$ cat src/rtl/sum_arbiter_pkg.sv
// Shared constants and helpers for the sum adder arbiter.
// Default adder width and requester ceiling live here.
package sum_arbiter_pkg;

  localparam int SUM_WIDTH   = 16;
  localparam int ARB_MAX_REQ = 8;

  // Width of a counter/index holding values 0..n-1, never zero.
  function automatic int ptr_w(input int n);
    return (n > 1) ? $clog2(n) : 1;
  endfunction

endpackage

$ cat src/rtl/sum_arbiter_rr_pick.sv
// Combinational round-robin picker: first eligible
// requester at or after the pointer, wrapping.
module rr_pick
  import sum_arbiter_pkg::*;
#(
  parameter int N  = 2,
  parameter int PW = ptr_w(N)
) (
  input  logic [N-1:0]  req_i,
  input  logic [PW-1:0] ptr_i,
  input  logic [N-1:0]  excl_i,
  output logic [N-1:0]  pick_o,
  output logic [PW-1:0] nxt_ptr_o,
  output logic          any_o
);

  logic [N-1:0] elig;

  assign elig = req_i & ~excl_i;

  // Pass one scans [ptr, N), pass two wraps over [0, ptr).
  always_comb begin
    pick_o    = '0;
    nxt_ptr_o = ptr_i;
    any_o     = 1'b0;
    for (int j = 0; j < N; j++) begin
      if (!any_o && elig[j] && (j >= int'(ptr_i))) begin
        pick_o[j] = 1'b1;
        nxt_ptr_o = PW'((j + 1) % N);
        any_o     = 1'b1;
      end
    end
    for (int j = 0; j < N; j++) begin
      if (!any_o && elig[j]) begin
        pick_o[j] = 1'b1;
        nxt_ptr_o = PW'((j + 1) % N);
        any_o     = 1'b1;
      end
    end
  end

endmodule

$ cat src/rtl/sum_arbiter.sv
// Round-robin owner of the single shared sum adder with
// registered one-hot grant and optional hold limit.
module sum_arbiter
  import sum_arbiter_pkg::*;
#(
  parameter int N_REQ    = 2,
  parameter int WIDTH    = SUM_WIDTH,
  parameter int MAX_HOLD = 0
) (
  input  logic                   clk,
  input  logic                   rst,
  input  logic [N_REQ-1:0]       req,
  input  logic [N_REQ*WIDTH-1:0] a_i,
  input  logic [N_REQ*WIDTH-1:0] b_i,
  output logic [N_REQ-1:0]       grant,
  output logic [WIDTH-1:0]       res,
  output logic                   busy,
  output logic [WIDTH-1:0]       sum_in_a,
  output logic [WIDTH-1:0]       sum_in_b,
  input  logic [WIDTH-1:0]       sum_out
);

  localparam int PW = ptr_w(N_REQ);
  localparam int HW = ptr_w(MAX_HOLD);
  localparam logic [HW-1:0] HOLD_LAST =
    HW'((MAX_HOLD > 0) ? MAX_HOLD - 1 : 0);

  logic [N_REQ-1:0] grant_q, grant_d, pick;
  logic [PW-1:0]    ptr_q, ptr_d, pick_ptr;
  logic [HW-1:0]    hold_q, hold_d;
  logic             pick_any, keep, preempt;

  // Owner is excluded so a preempted or released owner is skipped.
  rr_pick #(
    .N  (N_REQ),
    .PW (PW)
  ) u_pick (
    .req_i     (req),
    .ptr_i     (ptr_q),
    .excl_i    (grant_q),
    .pick_o    (pick),
    .nxt_ptr_o (pick_ptr),
    .any_o     (pick_any)
  );

  assign preempt = (MAX_HOLD > 0)
                && (hold_q == HOLD_LAST)
                && |(req & ~grant_q);
  assign keep    = |(grant_q & req) && !preempt;

  // hold_q saturates at HOLD_LAST so a late waiter is still served.
  always_comb begin
    grant_d = pick;
    ptr_d   = ptr_q;
    hold_d  = '0;
    if (keep) begin
      grant_d = grant_q;
      hold_d  = (hold_q != HOLD_LAST) ? hold_q + 1'b1 : hold_q;
    end else if (pick_any) begin
      ptr_d = pick_ptr;
    end
  end

  always_ff @(posedge clk) begin
    if (rst) begin
      grant_q <= '0;
      ptr_q   <= '0;
      hold_q  <= '0;
    end else begin
      grant_q <= grant_d;
      ptr_q   <= ptr_d;
      hold_q  <= hold_d;
    end
  end

  always_comb begin
    sum_in_a = '0;
    sum_in_b = '0;
    for (int i = 0; i < N_REQ; i++) begin
      if (grant_q[i]) begin
        sum_in_a = sum_in_a | a_i[i*WIDTH +: WIDTH];
        sum_in_b = sum_in_b | b_i[i*WIDTH +: WIDTH];
      end
    end
  end

  assign grant = grant_q;
  assign busy  = |grant_q;
  assign res   = sum_out;

endmodule

$ cat config.mk
export PLATFORM = sky130hd
export DESIGN_NAME = sum_arbiter
export DESIGN_NICKNAME = d
export VERILOG_FILES = /design/src/rtl/sum_arbiter_pkg.sv /design/src/rtl/sum_arbiter_rr_pick.sv /design/src/rtl/sum_arbiter.sv
export SDC_FILE = /design/constraint.sdc
export NUM_CORES = 1
export LEC_CHECK = 0
export ABC_AREA = 1
export ABC_CLOCK_PERIOD_IN_PS = 1270
export CAP_MARGIN = 25
export CORE_MARGIN = 4
export CORE_UTILIZATION = 21
export DETAILED_ROUTE_END_ITERATION = 16
export PLACE_DENSITY = 0.84
export SLEW_MARGIN = 10
export SYNTH_ARGS = -nofsm -noshare
export SYNTH_HDL_FRONTEND = slang
export SYNTH_HIERARCHICAL = 1
export SYNTH_SLANG_ARGS = --single-unit
$ cat constraint.sdc
create_clock -name clk -period 1.27 [get_ports clk]
set_input_delay 0.127 -clock clk [delete_from_list [all_inputs] [get_ports clk]]
set_output_delay 0.127 -clock clk [all_outputs]
set_load 0.02 [all_outputs]
### Word level (Yosys, flattened, before mapping)

Cells that the tools add are included.

* register bits: 3
* bits of input ports: 84
* logic and storage cells: 35

* order comparisons: 1
* mux-type cells: 15
* bitwise gates (word level): 6
* reduce and logical (&&, ||, !) cells: 11

Operators with widths (number)
* $mux W16: 4
* $or A16 B16 Y16: 2
* $mux W1: 11
* $and A2 B2 Y2: 2
* $logic_and A1 B1 Y1: 4
* $reduce_bool A4 Y1: 1
* $reduce_or A2 Y1: 2
* $logic_not A1 Y1: 3
* $reduce_and A3 Y1: 1
* $not A2 Y2: 1
* $ge A1 B1 Y1 const A: 1
* $not A1 Y1: 1

### Logic depth before layout (Yosys ltp)

Gate-level depths: netlist of the first run.

* depth after elaboration: 14
* mapped depth: 8
* gate-level depth less buffers: 8

### Cells and area by module

The synthesis of the first run kept the hierarchy.

By module, submodules not included
* sum_arbiter: instances 1, cells an instance 78, area each 648.1 µm², seq. area each 60.1 µm²
* rr_pick: instances 1, cells an instance 16, area each 63.8 µm², seq. area each 0.0 µm²

### Worst setup path before layout of the first run

Ideal clock, no wire load.

* kind: reg2out
* start: register grant_q[0] (netlist: grant[0])
* end: output port sum_in_a[0]
* data arrival time: 1.029 ns
* path slack: 0.114 ns
* stages on the path, launching flop included: 4
* path buffers: 2
* cell sequence: dfxtp_1 buf_6 buf_4 a22o_1

* cells in the longest elaborated chain, start to end: 3

Ends and longest elaborated chain
* start, declared: RTL line sum_arbiter.sv:28 `logic [N_REQ-1:0] grant_q, grant_d, pick;`
* start signal, assigned: RTL line sum_arbiter.sv:70 `grant_q <= grant_d;`
* $mux W16 (*): RTL line sum_arbiter.sv:80 `if (grant_q[i]) begin`
* $or A16 B16 Y16: RTL line sum_arbiter.sv:81 `sum_in_a = sum_in_a | a_i[i*WIDTH +: WIDTH];`
* $mux W16 (*): RTL line sum_arbiter.sv:80
* end, declared: RTL line sum_arbiter.sv:18 `output logic [WIDTH-1:0] sum_in_a,`

Mark *: on every way between the ends. The rest lies on a longest branch, timed or not.

### Worst setup path after layout of the first run

* start: register grant_q[1] (netlist: grant[1])
* end: output port sum_in_a[13]

* cells in the longest elaborated chain, start to end: 1

Ends and longest elaborated chain (RTL line)
* $mux W16: sum_arbiter.sv:80

Every way passes these cells.

==> reports/qor.yml, run 1 <==
critical_path:
  critPathTopFamily: "flip-flops"
  critPathLaunchType: "register"
  critPathBufInv: 2
  crit_slowest_cell: "dfxtp_4"
  crit_chain: "buf_6 -> a22o_1 -> buf_2"
  cp_slowest_stage_delay_ns: 0.38
  endpoint_kind: "output pin"
  worstSetupPathType: "reg2out"
  worstPathArrival_ns: 1.14
  cp_max_fo: 8
  worstPathRequired_ns: 1.14
global_route:
  grt_pass1_wl_mm: 5.14
  grtUsageTotal_pct: 15.3
  grt_max_degree: 22
  grt_pass1_vias: 1030
  antenna_found_initial: 0
  grt_overflow_total: 0
sta:
  slew_headroom_pct: 86.2
  rsz0062_at_grt: "true"
  post-route-min-period_ns: 1.27
  setup-tns-final_ns: -0.000509
  skew_ns: 0.00693
  max_freq_mhz: 787
  finalCritPeriodShare_pct: 100
  setup_ws_ns: -0.000509
  slew_violations: 0
  max_slew.worst_pin.slew_ns: 0.208
  hold_violations: 0
  setup_viol: 1
placed_design:
  port_buffers: 102
  pre_cts_slack_ns: -0.211
  hpwl_mm: 2.86
  place_congestion: 0.793
  dpl_cell_area_um2: 1670
clocking:
  clk_latency_ns: 0.24
  cts_tree: "built"
  htreeDepth: 1
  cts_hold_buffers: 0
  clockBufferDepth: 2
  cts_buffers: 3
  cts_sinks: 3
  cts_setup_buffers: 0
  cts-root-buf: "clkbuf_4"
  clkTransAtPathRegs_ns: 0.04
synthesis:
  synth_seq_area_share_pct: 8.44
  ys_ff_latch: 3
  netlist_instances: 94
  synth_area_um2: 712
  synth_cell_types: 14
  ys_warn_count: 6
  syn-num-nets: 178
  syn_area_per_cell_um2: 7.57
floorplanning:
  std_cell_rows: 20
  dieArea_um2: 4390
  dieHeight_um: 66.2
  die_w_um: 66.2
  ioPinCount: 135
  core_um2: 3150
  start_util_pct: 22.6
detailed_routing:
  vias: 1055
  first_iter_violations: 49
  drc: 0
  first_pass_iters: 5
  routed_wirelength_mm: 3.67
  via_per_inst: 4.57
  post_drt_wl_per_cell_um: 15.9
  postRouteAntennaNets: 0
finish:
  drive_above_1_share_pct: 31.0
  diodes: 0
  final_cell_area_um2: 1740
  final_cell_mix: "clkdlybuf4s50_1, a22o_1, buf_6"
  syn2layout_area_growth_pct: 145
  nNetsFinal: 272
  final_common_cell: "clkdlybuf4s50_1"
run:
  max_cap_violations: 0
hold_path:
  hp-class: "in2out"
power:
  p_leak_nw: 0.830
  ir_drop_mv: 0.530
  cellPowerDensity_nw_per_um2: 817
status:
  outcome: "finished with violations"
  violations: "negative setup slack"
## sequential cells by signal, summed over array words and instances, names as in the netlist
name   count
grant      2
ptr_q      1
## worst reg2reg max path, stage by stage, from the launching register on
cell     delay, ns
dfxtp_4       0.41
buf_6         0.15
buf_6         0.12
inv_2         0.04
nand2_2       0.07
nand2_1       0.05
nand2_1       0.06
inv_1         0.05
nand4_1       0.06
nand2_1       0.06
nor2_1        0.09
## power by group
part / leakage, nW / switching (mW) / internal [mW]
sequential: 0.0258 / 0.0262 / 0.111
combinational: 0.789 / 0.483 / 0.627
clock: 0.0150 / 0.0594 / 0.118
total: 0.830 / 0.569 / 0.856
## logic make-up after synthesis
family	Yosys count	share of synthesized area, %
AOI/OAI and AO/OA	35	41.8
buffers and inverters	35	35.3
and+or+nand+nor	21	14.4
DFF	3	8.44
## routing by layer
metal,GRT usage (%),wire length [um],vias up
li1,-,-,508
met1,15.0,1260,475
met2,27.5,1810,66
met3,7.82,539,6
met4,4.82,61,0
met5,0,0,-
## per-stage QoR
stage               utilization (%)  total power, mW  instances  hold WS (ns)
floorplan                         -            0.722         94         0.289
global placement               52.9             1.18        223         0.254
detailed placement             52.9             1.19        223         0.254
CTS                            48.7             1.24        228         0.254
global route                   55.3             1.51        231         0.254
finish                         55.3             1.42        231         0.254
## final timing paths
check	start	to	slack [ns]	cells after the start
setup reg to reg	grant[1]	ptr_q	0.05	10
hold / removal	sum_out[0]	res[0]	0.25	0
setup / recovery	grant[1]	sum_in_a[13]	-0.0005	3
hold reg to reg	ptr_q	ptr_q	0.54	4
## cell type report
cell class,count,area [um^2]
fill,302,1410
timing repair buffer,113,1140
multi-input combinational,56,417
sequential,3,65.1
tap,44,55.1
inverter,11,41.3
clock buffer,4,26.3
## cells in the mapped netlist
library cell | n | area [um^2]
nor2_1 | 6 | 22.5
or2_2 | 1 | 6.26
inv_1 | 11 | 41.3
nand2_1 | 8 | 30.0
a22o_1 | 30 | 263
nand2_4 | 2 | 22.5
buf_6 | 2 | 22.5
nand4_1 | 1 | 6.26
o21ai_0 | 3 | 15.0
buf_8 | 3 | 45.0
dfxtp_1 | 3 | 60.1
a22o_2 | 2 | 20.0
nand3_1 | 3 | 15.0
buf_4 | 19 | 143
## what timing repair did
item                                    in CTS  in global routing
resized for setup                          141                 48
endpoints found under the setup margin      36                 21
pin swaps                                    0                  3
gates cloned                                 1                  3
endpoints found under the hold margin        0                  0
(Power assumes the default switching activity.)
==> run 2, diff against run 1 <==
ABC_CLOCK_PERIOD_IN_PS = 1100   (was 1270)
CORE_UTILIZATION = 18   (was 21)
PLACE_DENSITY = 0.78   (was 0.84)
clock period = 1.1 ns   (was 1.27 ns; I/O delays follow)
==> run 2 against run 1 <==
Against the previous run:
- the flow still finishes with violations (negative setup slack)
- power up 26%
- combinational power up 18%
- sequential power up 18%
- first-iteration DRC count down 47%
- sequential cell count unchanged
- critical path type unchanged
==> reports/qor.yml, run 2 (synthesis gave the netlist of run 1 again) <==
sta:
  rsz0062_at_grt: "true"
  setup_viol: 35
  finalCritPeriodShare_pct: 113
  max_freq_mhz: 803
  setup_ws_ns: -0.145
  slew_headroom_pct: 83.7
  skew_ns: 0.000768
  setup-tns-final_ns: -3.94
  max_slew.worst_pin.slew_ns: 0.242
  whs_ns: 0.220
  slew_violations: 0
  hold_violations: 0
  post-route-min-period_ns: 1.25
detailed_routing:
  first_iter_violations: 26
  postRouteAntennaNets: 0
  first_pass_iters: 4
  routed_wirelength_mm: 3.29
  vias: 998
  via_per_inst: 4.26
  drc: 0
  post_drt_wl_per_cell_um: 14.1
finish:
  multiInputGateArea_um2: 410
  drive_above_1_share_pct: 29.6
  syn2layout_area_growth_pct: 152
  final_cell_mix: "clkdlybuf4s50_1, a22o_1, buf_6"
  diodes: 0
  largest_reg_flops: 2
  regArea_um2: 65.1
  fin_util_pct: 47.9
  final_common_cell: "clkdlybuf4s50_1"
  finalNonFillerCells: 234
  fillCellCount: 367
  nNetsFinal: 271
  final_cell_area_um2: 1790
critical_path:
  cp_max_fo: 8
  endpoint_kind: "output pin"
  worstPathRequired_ns: 0.99
  critPathLaunchType: "register"
  worstSetupPathType: "reg2out"
  worstPathArrival_ns: 1.14
clocking:
  cts_buffers: 3
  cts_sinks: 3
  cts_setup_buffers: 0
  cts_tree: "built"
  htreeDepth: 1
  clkTransAtPathRegs_ns: 0.03
  clockBufferDepth: 2
  clk_latency_ns: 0.21
  cts-root-buf: "clkbuf_8"
power:
  p_int_mw: 1.13
  ir_drop_mv: 0.568
  p_sw_share_pct: 36.8
  finalPower_mw: 1.79
  p_seq_share_pct: 9.0
  cellPowerDensity_nw_per_um2: 998
  p_sw_mw: 0.660
  combPwrFrac_pct: 73.2
  p_leak_nw: 0.843
  power.share.clock_pct: 17.7
placed_design:
  hpwl_mm: 2.46
  placed_cells: 227
  pre_cts_slack_ns: -0.349
  dpl_cell_area_um2: 1670
  place_congestion: 0.746
  port_buffers: 102
floorplanning:
  dieHeight_um: 70.9
  core_um2: 3740
  ioPinCount: 135
  start_util_pct: 19.0
  die_w_um: 70.9
  dieArea_um2: 5030
  std_cell_rows: 22
status:
  violations: "negative setup slack"
  outcome: "finished with violations"
run:
  max_cap_violations: 0
global_route:
  grt_pass1_wl_mm: 4.78
  antenna_found_initial: 0
  grt_overflow_total: 0
  grt_pass1_vias: 978
  grt_max_degree: 28
  grtUsageTotal_pct: 11.8
hold_path:
  hp-class: "in2out"
-- run 2: cell types whose count changed in the layout (fill, tap and decap cells not counted), moves of 2 or more --
cell	delta
buf_2	-5
clkbuf_4	-3
clkbuf_8	+3
buf_16	+2
buf_4	+2
buf_6	+2
-- run 2: worst paths after layout --
path              startpoint     endpoint  slack [ns]  depth (start not counted)
setup / recovery    grant[1]  sum_in_a[5]       -0.15                          3
hold / removal    sum_out[1]       res[1]        0.22                          0
setup reg to reg    grant[1]        ptr_q       -0.07                          8
hold reg to reg        ptr_q        ptr_q        0.56                          4
-- run 2: power groups by stage --
stage	clock network [mW]	registers [mW]	logic, mW
final	0.318	0.162	1.31
after global routing	0.353	0.164	1.39
after CTS	0.333	0.160	1.24
after detailed placement	0	0.147	1.23
after global placement	0	0.146	1.22
after floorplan	0	0.154	0.681
-- run 2: per-layer routing --
layer	part of all wire, %	wire, um	up-vias	track usage [%]
met4	0	0	0	3.55
met5	0	0	-	0
met2	54	1760	44	22.2
met3	9.3	306	0	4.26
li1	-	-	504	-
met1	37	1220	450	12.2
-- run 2: critical path, stage by stage (launching register included) --
cell       delay (ns)
dfxtp_4          0.38
clkbuf_16        0.18
a22o_1           0.20
buf_2            0.15
-- run 2: final cells by class --
type                    instances  area share, %
clock buffers                   4           2.51
multi-input cells              56           22.9
flip-flops and latches          3           3.63
inverters                      11           2.30
repair buffers                112           65.3
well taps                      48           3.35
-- run 2: timing repair --
action,CTS,global route
pin swaps,2,1
endpoints found under the setup margin,36,35
hold buffers,0,0
gates resized for setup,179,17
cloned,2,1
==> run 3, diff against run 2 <==
ABC_CLOCK_PERIOD_IN_PS = not set   (was 1100)
==> results of run 3 <==
No change in the layout: final DEF, timing and power equal those of run 2.
